File: config.mk
export PLATFORM = sky130hd
export DESIGN_NAME = rr_burst_sel_arbiter_flat
export DESIGN_NICKNAME = d
export VERILOG_FILES = /design/src/rtl/rr_burst_sel_arbiter_if.sv /design/src/rtl/rr_burst_sel_arbiter.sv /design/src/flat_wrapper.sv
export SDC_FILE = /design/constraint.sdc
export NUM_CORES = 1
export LEC_CHECK = 0
export ABC_AREA = 1
export CAP_MARGIN = 0
export CORE_ASPECT_RATIO = 1.1
export CORE_MARGIN = 1
export CORE_UTILIZATION = 55
export DETAILED_ROUTE_END_ITERATION = 8
export PLACE_DENSITY = 0.8
export REMOVE_ABC_BUFFERS = 1
export SLEW_MARGIN = 30
export SYNTH_ARGS = -nofsm -noshare
export SYNTH_HDL_FRONTEND = slang
export SYNTH_SLANG_ARGS = --single-unit
export TNS_END_PERCENT = 50
File: constraint.sdc
create_clock -name clk -period 2.7 [get_ports clk]
set_input_delay 0.27 -clock clk [delete_from_list [all_inputs] [get_ports clk]]
set_output_delay 0.27 -clock clk [all_outputs]
set_load 0.005 [all_outputs]
File: src/rtl/rr_burst_sel_arbiter_if.sv
// ---------------------------------------------------------------------------
// rr_burst_sel_arbiter_if
//   Handshake bundle between the round-robin burst arbiter and the request
//   sources / 4:1 registered data mux it steers.
//
//   req        : per-source request level (source i has a word on mux input i)
//   en         : downstream advance; low freezes the arbiter
//   sel        : registered mux select
//   grant      : registered one-hot grant (0 when idle)
//   busy       : registered, high while a grant is held
//   beat       : combinational, word of source sel consumed this cycle
//   out_valid  : beat delayed one cycle, qualifies the registered mux output
//   burst_last : combinational, beat is the final beat of the burst
//
//   master : arbiter side
//   slave  : source / mux side
// ---------------------------------------------------------------------------
interface rr_burst_sel_arbiter_if;

   logic [3:0] req;
   logic       en;
   logic [1:0] sel;
   logic [3:0] grant;
   logic       busy;
   logic       beat;
   logic       out_valid;
   logic       burst_last;

   modport master (
      input  req,
      input  en,
      output sel,
      output grant,
      output busy,
      output beat,
      output out_valid,
      output burst_last
   );

   modport slave (
      output req,
      output en,
      input  sel,
      input  grant,
      input  busy,
      input  beat,
      input  out_valid,
      input  burst_last
   );

endinterface

File: src/rtl/rr_burst_sel_arbiter.sv
// ---------------------------------------------------------------------------
// rr_burst_sel_arbiter
//   Round-robin arbiter in front of a 4:1 registered data mux. Picks one of
//   four requesting sources, drives the mux select from a register and holds
//   the grant for a burst of up to BURST_LEN beats. out_valid is the beat
//   strobe delayed one cycle so it lines up with the registered mux output.
//
//   Parameters
//     BURST_LEN : maximum beats per grant (>= 1)
//     CNT_W     : beat counter width (>= clog2(BURST_LEN)+1)
//
//   Ports
//     clk : rising-edge clock
//     rst : asynchronous, active-low reset
//     bus : rr_burst_sel_arbiter_if.master (req, en in; sel, grant, busy,
//           beat, out_valid, burst_last out)
// ---------------------------------------------------------------------------
module rr_burst_sel_arbiter #(
   parameter int unsigned BURST_LEN = 4,
   parameter int unsigned CNT_W     = 3
) (
   input  logic                   clk,
   input  logic                   rst,
   rr_burst_sel_arbiter_if.master bus
);

   typedef enum logic {
      IDLE  = 1'b0,
      BURST = 1'b1
   } state_t;

   state_t             state_q;
   logic [1:0]         sel_q;
   logic [1:0]         last_q;
   logic [3:0]         grant_q;
   logic [CNT_W-1:0]   cnt_q;
   logic               out_valid_q;

   logic               busy;
   logic               beat;
   logic               cnt_zero;
   logic               arbitrate;
   logic               win_found;
   logic [1:0]         win_idx;
   logic [1:0]         cand;

   assign busy      = (state_q == BURST);
   assign cnt_zero  = (cnt_q == '0);
   assign beat      = busy & bus.req[sel_q] & bus.en;

   // Re-arbitrate when idle, on the last beat of a burst, or when the
   // holder withdrew its request (no beat this cycle).
   assign arbitrate = (state_q == IDLE)
                    | (beat & cnt_zero)
                    | (busy & ~bus.req[sel_q]);

   // Scan last+1 .. last+4 (mod 4); the previous winner is checked last,
   // which gives it the lowest priority.
   always_comb begin
      win_found = 1'b0;
      win_idx   = last_q;
      cand      = '0;
      for (int unsigned i = 1; i <= 4; i++) begin
         cand = last_q + 2'(i);
         if (!win_found && bus.req[cand]) begin
            win_found = 1'b1;
            win_idx   = cand;
         end
      end
   end

   always_ff @(posedge clk or negedge rst) begin
      if (!rst) begin
         state_q     <= IDLE;
         sel_q       <= '0;
         last_q      <= 2'd3;
         grant_q     <= '0;
         cnt_q       <= '0;
         out_valid_q <= 1'b0;
      end else if (bus.en) begin
         out_valid_q <= beat;
         if (arbitrate) begin
            if (win_found) begin
               state_q <= BURST;
               sel_q   <= win_idx;
               grant_q <= 4'(1) << win_idx;
               cnt_q   <= CNT_W'(BURST_LEN - 1);
               last_q  <= win_idx;
            end else begin
               // sel and last keep their values so the pointer survives idle
               state_q <= IDLE;
               grant_q <= '0;
               cnt_q   <= '0;
            end
         end else if (beat) begin
            // arbitrate covers beat & cnt==0, so cnt is nonzero here
            cnt_q <= cnt_q - CNT_W'(1);
         end
      end else begin
         out_valid_q <= 1'b0;
      end
   end

   assign bus.sel        = sel_q;
   assign bus.grant      = grant_q;
   assign bus.busy       = busy;
   assign bus.beat       = beat;
   assign bus.out_valid  = out_valid_q;
   assign bus.burst_last = beat & cnt_zero;

endmodule

File: src/flat_wrapper.sv
// flat-port wrapper written by rule: the top's interface ports become plain ports
module rr_burst_sel_arbiter_flat 
#(
   parameter int unsigned BURST_LEN = 4,
   parameter int unsigned CNT_W     = 3
)
  (clk, rst, bus_req, bus_en, bus_sel, bus_grant, bus_busy, bus_beat, bus_out_valid, bus_burst_last);
  rr_burst_sel_arbiter_if bus_i ();
  input  logic clk;
  input  logic rst;
  input wire logic [$bits(bus_i.req)-1:0] bus_req;
  input wire logic [$bits(bus_i.en)-1:0] bus_en;
  output wire logic [$bits(bus_i.sel)-1:0] bus_sel;
  output wire logic [$bits(bus_i.grant)-1:0] bus_grant;
  output wire logic [$bits(bus_i.busy)-1:0] bus_busy;
  output wire logic [$bits(bus_i.beat)-1:0] bus_beat;
  output wire logic [$bits(bus_i.out_valid)-1:0] bus_out_valid;
  output wire logic [$bits(bus_i.burst_last)-1:0] bus_burst_last;
  assign bus_i.req = bus_req;
  assign bus_i.en = bus_en;
  assign bus_sel = bus_i.sel;
  assign bus_grant = bus_i.grant;
  assign bus_busy = bus_i.busy;
  assign bus_beat = bus_i.beat;
  assign bus_out_valid = bus_i.out_valid;
  assign bus_burst_last = bus_i.burst_last;
  rr_burst_sel_arbiter #(.BURST_LEN(BURST_LEN), .CNT_W(CNT_W)) u_core (.clk(clk), .rst(rst), .bus(bus_i));
endmodule
=== After elaboration in Yosys (flattened, before gate mapping) ===
Index checks and enable logic that the tools add are counted.

* Shifts and indexed selects: 1
* Bitwise logic cells: 8
* Muxes and demuxes: 24
* Reduce and logical (&&, ||, !) cells: 11
* Magnitude comparators: 5
* Add/sub/neg operators: 4

{| class="wikitable"
|+ Operators by type and width
! operator !! number
|-
| $lt 2x3->1 const B || 5
|-
| $mux 1 || 11
|-
| $bmux 1 s2 || 5
|-
| $mux 2 || 5
|-
| $mux 3 || 2
|-
| $add 2x2->2 const B || 2
|-
| $and 1x1->1 || 4
|-
| $mux 4 || 1
|-
| $reduce_and 2->1 || 2
|-
| $shl 1x2->4 const A || 1
|-
| $logic_and 1x1->1 || 3
|-
| $logic_not 1->1 || 3
|-
| $logic_not 3->1 || 1
|-
| $reduce_and 3->1 || 1
|-
| $sub 3x1->3 const B || 1
|-
| $add 2x1->2 const B || 1
|-
| $not 1->1 || 2
|-
| $or 1x1->1 || 2
|-
| $reduce_bool 2->1 || 1
|}

* Word-level logic and storage cells: 59
* Output and inout port bits: 10
* Flip-flop bits (word level): 13
* Bits of input ports: 7

=== Depth between registers and ports, before layout ===
* Depth after elaboration: 15
* Mapped depth: 13

=== Worst setup path before layout ===
Ideal clock, no wire load.

* Path kind: register to register
* Start: reg u_core.last_q[0]
* End: reg u_core.sel_q[1], in the netlist u_core.bus.sel[1]
* Path slack: 1.170 ns
* Stages on the path, launching flop included: 13
* Path buffers: 1
* Data required time: 2.579 ns
* Arrival: 1.409 ns
* Path through: dfstp_2 buf_6 inv_8 nand2_1 nand2_2 nand2_4 nand2_4 nor2_8 nand3_2 nand2_4 inv_4 nand2_1 o21ai_1

* Longest elaborated chain between the ends: 14
* Elaborated cells on any way between the ends: 26
* Classes of those cells: add/sub: 3; mux: 16; reduce/logical: 7

{| class="wikitable"
|+ Ends and longest elaborated chain
! element !! RTL line !! source
|-
| start, declared || rr_burst_sel_arbiter.sv:34 || <nowiki>logic [1:0] last_q;</nowiki>
|-
| start signal, assigned || rr_burst_sel_arbiter.sv:88 || <nowiki>last_q <= win_idx;</nowiki>
|-
| $add 2x1->2 || rr_burst_sel_arbiter.sv:64 || <nowiki>cand = last_q + 2'(i);</nowiki>
|-
| $bmux 1 s2 || rr_burst_sel_arbiter.sv:65 || <nowiki>if (!win_found && bus.req[cand]) begin</nowiki>
|-
| $mux 1 (not written as such) || rr_burst_sel_arbiter.sv:65 ||
|-
| $mux 1 || rr_burst_sel_arbiter.sv:65 ||
|-
| $logic_not 1->1 || rr_burst_sel_arbiter.sv:65 ||
|-
| $logic_and 1x1->1 || rr_burst_sel_arbiter.sv:65 ||
|-
| $mux 1 || rr_burst_sel_arbiter.sv:65 ||
|-
| $logic_not 1->1 || rr_burst_sel_arbiter.sv:65 ||
|-
| $logic_and 1x1->1 || rr_burst_sel_arbiter.sv:65 ||
|-
| $mux 1 || rr_burst_sel_arbiter.sv:65 ||
|-
| $logic_not 1->1 || rr_burst_sel_arbiter.sv:65 ||
|-
| $logic_and 1x1->1 || rr_burst_sel_arbiter.sv:65 ||
|-
| $mux 1 || rr_burst_sel_arbiter.sv:65 ||
|-
| $reduce_and 3->1 (no line) || - ||
|-
| end signal, assigned || rr_burst_sel_arbiter.sv:85 || <nowiki>sel_q <= win_idx;</nowiki>
|-
| end, declared || rr_burst_sel_arbiter.sv:33 || <nowiki>logic [1:0] sel_q;</nowiki>
|}

Parallel ways exist; a longest one is shown, timed or not. The select of a mux whose other input is x is not followed.
A chain may end at the register's enable or synchronous reset.

=== Final worst setup path ===
* Start: in bus_req[0]
* End: out bus_burst_last

* Longest elaborated chain between the ends: 5

{| class="wikitable"
|+ Ends and longest elaborated chain
! element !! RTL line !! source
|-
| start, declared || flat_wrapper.sv:11 || <nowiki>input wire logic [$bits(bus_i.req)-1:0] bus_req;</nowiki>
|-
| $bmux 1 s2 || rr_burst_sel_arbiter.sv:49 || <nowiki>assign beat = busy & bus.req[sel_q] & bus.en;</nowiki>
|-
| $mux 1 (not written as such) || rr_burst_sel_arbiter.sv:49 ||
|-
| $and 1x1->1 (2 in a row) || rr_burst_sel_arbiter.sv:49 ||
|-
| $and 1x1->1 || rr_burst_sel_arbiter.sv:109 || <nowiki>assign bus.burst_last = beat & cnt_zero;</nowiki>
|-
| end, declared || flat_wrapper.sv:18 || <nowiki>output wire logic [$bits(bus_i.burst_last)-1:0] bus_burst_last;</nowiki>
|}

Every way passes these cells. The select of a mux whose other input is x is not followed.

==> qor.yml <==
outcome:
  status: "complete, no violations"
sta:
  fin_tns_setup_ns: 0
  skew_ns: 0.004469
  max_freq_ghz: 0.4666
  finalHoldViolCount: 0
  rsz0062_at_grt: "no"
  slew_viol_final: 0
  tightest_slew_ns: 0.5676
  setup_viol: 0
  fin_crit_ns: 2.143
  relSlewSlack_pct: 62.04
  min_period_over_period_pct: 79.38
layout:
  register_area_um2: 327.8
  diodes: 0
  drive_gt1_share_pct: 21.77
  multiInputGateArea_um2: 521.8
  final_cell_area_um2: 1139
  nFillCells: 142
  syn_to_final_growth_pct: 20.05
  final_cells: 164
  fin_util_pct: 71.37
  nNetsFinal: 157
grt:
  overflow: 0
  grt_first_pass_wirelength_um: 2967
  antenna_found_initial: 0
  grt_usage_pct: 21.24
  grt_max_degree: 14
  grt_pass1_vias: 731
yosys:
  synthCells: 129
  synth_top_area_share_pct: 29.02
  synth_edf_count: 0
  synth_area_per_cell_um2: 7.352
  yosysSeqAreaShare_pct: 34.56
  yosys-top-cells-count: "nand2_1 (42), nand3_1 (15), inv_1 (13), dfrtp_1 (11), nand2_2 (11)"
  syn_area_um2: 948.4
  async_flop_share_pct: 100.0
  yosysMostFrequentCell: "nand2_1"
  ys_ff_latch: 13
  ys.flop_type: "dfrtp_1"
  yosys_warnings: 0
  synth_cell_types: 27
  yosys.area.top_type: "dfrtp_1"
  ys_top_cells_by_area: "dfrtp_1 (29%), nand2_1 (17%), nand3_1 (7.9%)"
floorplanning:
  fp.dieH_um: 45.55
  ios: 17
  dieArea_um2: 1895
  initial_core_util_pct: 59.45
  dieWidth_um: 41.60
  placementRows: 15
  core_area_um2: 1595
placement:
  io_buffers: 16
  place_area_um2: 1111
  post-dp-hpwl_um: 1465
  placedCellCount: 160
  place_congestion: 0.8422
min_path:
  hold_class: "input pin to asynchronous set/reset pin"
power:
  p_per_area_nw_per_um2: 1286
  p_total_mw: 1.464
  peakVddDrop_v: 0.0006984
  p_leak_nw: 0.5952
clock_network:
  ctsHoldBuffers: 0
  h-tree-depth: 1
  clkTransAtPathRegs_ns: 0.08
  post_cts_buffers: 0
  cts.sinks: 13
  numCtsBuffers: 3
  cts_resized: 0
  cts.path.max_buffers: 2
  cts_tree: "done"
  clockRootBuffer: "clkbuf_4"
  insertion_delay_ns: 0.28
job:
  cap_violations: 0
critical_path:
  crit_path_end_kind: "primary output"
  cp-start-kind: "input pin"
  crit_type: "input pin to primary output"
  worstPathRequired_ns: 2.43
  arrival_ns: 1.87
  crit_fanout: 4
drt:
  routed_wl_um: 1805
  viasPerCell: 5.226
  drt-pass1-iter-count: 4
  wl_per_cell_um: 11.01
  num_vias: 857
  dr.first_iter.drc_count: 15
  ant_nets: 0
  drc_errors: 0
[layout by cell type (no fill, tap or decap), drive strengths merged]
cell	count
nor2	6
ha	2
dfstp	2
clkdlybuf4s50	16
o21ai	6
o22ai	1
clkinv	1
nor3	1
o211ai	1
inv	18
clkbuf	3
nand2	58
nand4	1
o221ai	1
nand3	16
nand3b	1
dfrtp	11
a21oi	2
[per-stage QoR]
step	setup WS (ns)	hold WS [ns]
after global routing	0.4535	0.4023
after detailed placement	0.5567	0.4646
after floorplan	1.157	-0.02559
after CTS	0.5425	0.3651
after global placement	0.5811	0.4686
final	0.5567	0.3499
[critical path, cell delays in order]
cell	delay, ns
clkdlybuf4s50_1	0.58
inv_1	0.07
nand2_1	0.06
nand3_1	0.06
nand2_1	0.11
nand2_1	0.08
nor3_1	0.13
clkdlybuf4s50_1	0.52
[per-layer routing]
metal	up-vias	track usage (%)	share of wire, %
li1	447	-	-
met1	392	23.74	44
met2	13	38.13	51
met3	5	2.778	3.2
met4	0	14.84	2.3
met5	-	0	0
[state kept, by name, indices dropped and copies added (netlist names)]
name / flops
u_core.cnt_q: 3
u_core.bus.grant: 4
u_core.bus.out_valid: 1
u_core.bus.sel: 2
u_core.last_q: 2
u_core.bus.busy: 1
[kinds of logic after synthesis]
| group | count (synthesis) | synth area share (%) |
|---|---|---|
| buffers and inverters | 20 | 10.42 |
| and+or+nand+nor | 83 | 45.38 |
| adders and majority gates | 2 | 2.638 |
| DFF | 13 | 34.56 |
| AOI/OAI and AO/OA | 11 | 6.993 |
[power by group]
part	switching [mW]	internal (mW)
clock	0.0641	0.0550
combinational	0.580	0.385
sequential	0.0869	0.293
total	0.731	0.733
[worst paths after layout]
kind	depth (start not counted)	to	startpoint	slack, ns
min	1	u_core.bus.grant[1]$_DFFE_PN0P_	rst	0.35
min in group clk	2	u_core.bus.grant[2]$_DFFE_PN0P_	u_core.bus.grant[2]$_DFFE_PN0P_	0.49
max reg2reg	11	u_core.bus.sel[1]$_DFFE_PN0P_	u_core.last_q[0]$_DFFE_PN1P_	0.98
max in group asynchronous	1	u_core.bus.busy$_DFFE_PN0P_	rst	1.98
min reg2reg	2	u_core.bus.grant[2]$_DFFE_PN0P_	u_core.bus.grant[2]$_DFFE_PN0P_	0.49
max	8	bus_burst_last	bus_req[0]	0.56
[final cells by class]
cell class,count,share of cell area (%)
tap,17,1.868
sequential,13,28.79
clock inverter,1,0.4396
multi-input combinational,96,45.82
timing repair buffer,16,14.07
clock buffer,3,1.978
inverter,18,7.033
No activity file was read; power rests on OpenSTA's default activity.
==> patch: new RTL, same settings <==
Make the reset (`rst`) synchronous in one clocked block. Comments in the files are not updated.
--- a/src/rtl/rr_burst_sel_arbiter.sv
+++ b/src/rtl/rr_burst_sel_arbiter.sv
@@ -69,7 +69,7 @@
       end
    end
 
-   always_ff @(posedge clk or negedge rst) begin
+   always_ff @(posedge clk) begin
       if (!rst) begin
          state_q     <= IDLE;
          sel_q       <= '0;
Check against the original RTL: differs if rst is asserted again (counterexample within 4 cycles, from zero or initial values and one cycle with rst low); with rst held inactive, the same outputs for 10 cycles.
==> patch against the original RTL <==
- area after synthesis decreased by 7.8%
- routed wire length grew 2.5%
- utilization rose by 4.0 points
- total power is 29% lower
- setup slack lost 0.0095 ns
- design area is 6.0% lower
- sequential cell count is the same
- largest power group unchanged
- highest routed layer unchanged
==> patch: results (changes against the original RTL) <==
* Outcome: complete, no violations
* Ys async rst share at 0% (-100 points)
* Layout cells sized above 1 at 16.2% (-5.6 points)
* Worst r2r src: u_core.last_q[0]
* Clock latency at the later pin of the worst-skew pair at 0.29 ns
* CP startpoint: bus_req[1]
* Initial antenna violation count at 0 (unchanged)
* Top FF cell, synth: dfxtp_1
* Met2 Use GR at 41.3% (+3.2 points)
* H-tree levels at 1 (unchanged)
* WP data arrival at 1.88 ns
* Largest net degree at the start of global routing at 10 (-4)
* Slew margin rel. at 73.9% (+12 points)
* Top layer in use: met4
* Cts repair resizes at 0 (unchanged)
* Post-route insts no fill at 164 (unchanged)
* Hold_sp: u_core.bus.grant[2]
* Post CTS Setup Buffer Count at 0 (unchanged)
* Critical path endpoint: bus_burst_last
* Final hold slack at 0.469 ns (+0.119 ns)
* CP max FO at 3 (-1)
* Largest cells by area after synthesis: dfxtp_1 (30%), nand2_1 (15%), nand3_1 (8.6%)
* Vias at 851 (-0.70%)
* Register area share after synthesis at 29.8% (-4.8 points)
* DR WL met3 at 61 um (+7.0%)
* First-pass GRT wire length at 3060 um (+3.0%)
* Worst-case reg-to-reg path depth at 13 (+2)
* Yosys cell types at 27 (unchanged)
* Met2 wire length at 888 um (-2.7%)
* DR iter-0 viols at 19 (+4)
* Post-DP Area at 1040 um^2 (-6.1%)
* HPWL after DPL at 1440 um (-1.5%)
* Ant diodes at 0 (unchanged)
* Worst VDD drop at 0.000598 V (-14%)
* WL final at 1850 um (+2.5%)
* Worst min-delay path category: reg -> reg
* Num CTS Buffers at 3 (unchanged)
* Post-Place Setup Slack at 0.536 ns (-0.0204 ns)
* Mean Syn Cell Area at 6.78 um^2 (-7.8%)
* Met1 WL at 854 um (+7.7%)
* Synth cell count leaders: nand2_1 (34), inv_1 (19), nand3_1 (15)
* Gr usage total at 25.7% (+4.4 points)
* Met3 track demand over resource at 4.62% (+1.8 points)
* Crit path max-delay family: buffers and inverters
* Routability cong. at 0.855 (+1.6%)
* Slowest Stage Delay on Critical Path at 0.50 ns (-0.08 ns)
* Max Freq at 465 MHz (-0.44%)
* Hold Path Depth at 2
* LEAKAGE at 0.497 nW (-17%)
* Root Buffer: clkbuf_4
* Clock Skew at 0.00648 ns (+0.00201 ns)
* Clock Path Buffers at 2 (unchanged)
* Vias in the first global route at 758 (+3.7%)
* GR Util met1 at 30.7% (+7.0 points)
* Worst R2R End: u_core.bus.grant[1]
* Flop2flop setup slack at 0.94 ns (-0.04 ns)
* Hold path endpoint: u_core.bus.grant[2]
==> patch: cell type report <==
cell class	count	area [um^2]
multi-input combinational	92	512
fill	133	349
sequential	13	260
timing repair buffer	16	160
inverter	23	91.3
clock buffer	4	26.3
tap	16	20.0
==> patch: power by group <==
part	switching [mW]	internal [mW]	total (mW)
Combinational	0.362	0.251	0.613
Clock	0.0711	0.0575	0.129
Sequential	0.0511	0.243	0.294
==> patch: worst min-delay path, delay by kind of cell, from the launching register on <==
| kind | cells | cell delay [ns] |
|---|---|---|
| AO/OA/AOI/OAI | 1 | 0.05 |
| AND/OR/NAND/NOR | 1 | 0.06 |
| flip-flops | 1 | 0.32 |
==> patch: kinds of logic (layout without fill, tap and decap cells) <==
family | Yosys count | count (layout) | synth area share, %
and+or+nand+nor | 75 | 75 | 44.5
buffers and inverters | 24 | 43 | 11.7
AOI/OAI and AO/OA | 15 | 15 | 11.2
DFF | 13 | 13 | 29.8
adders and majority gates | 2 | 2 | 2.86
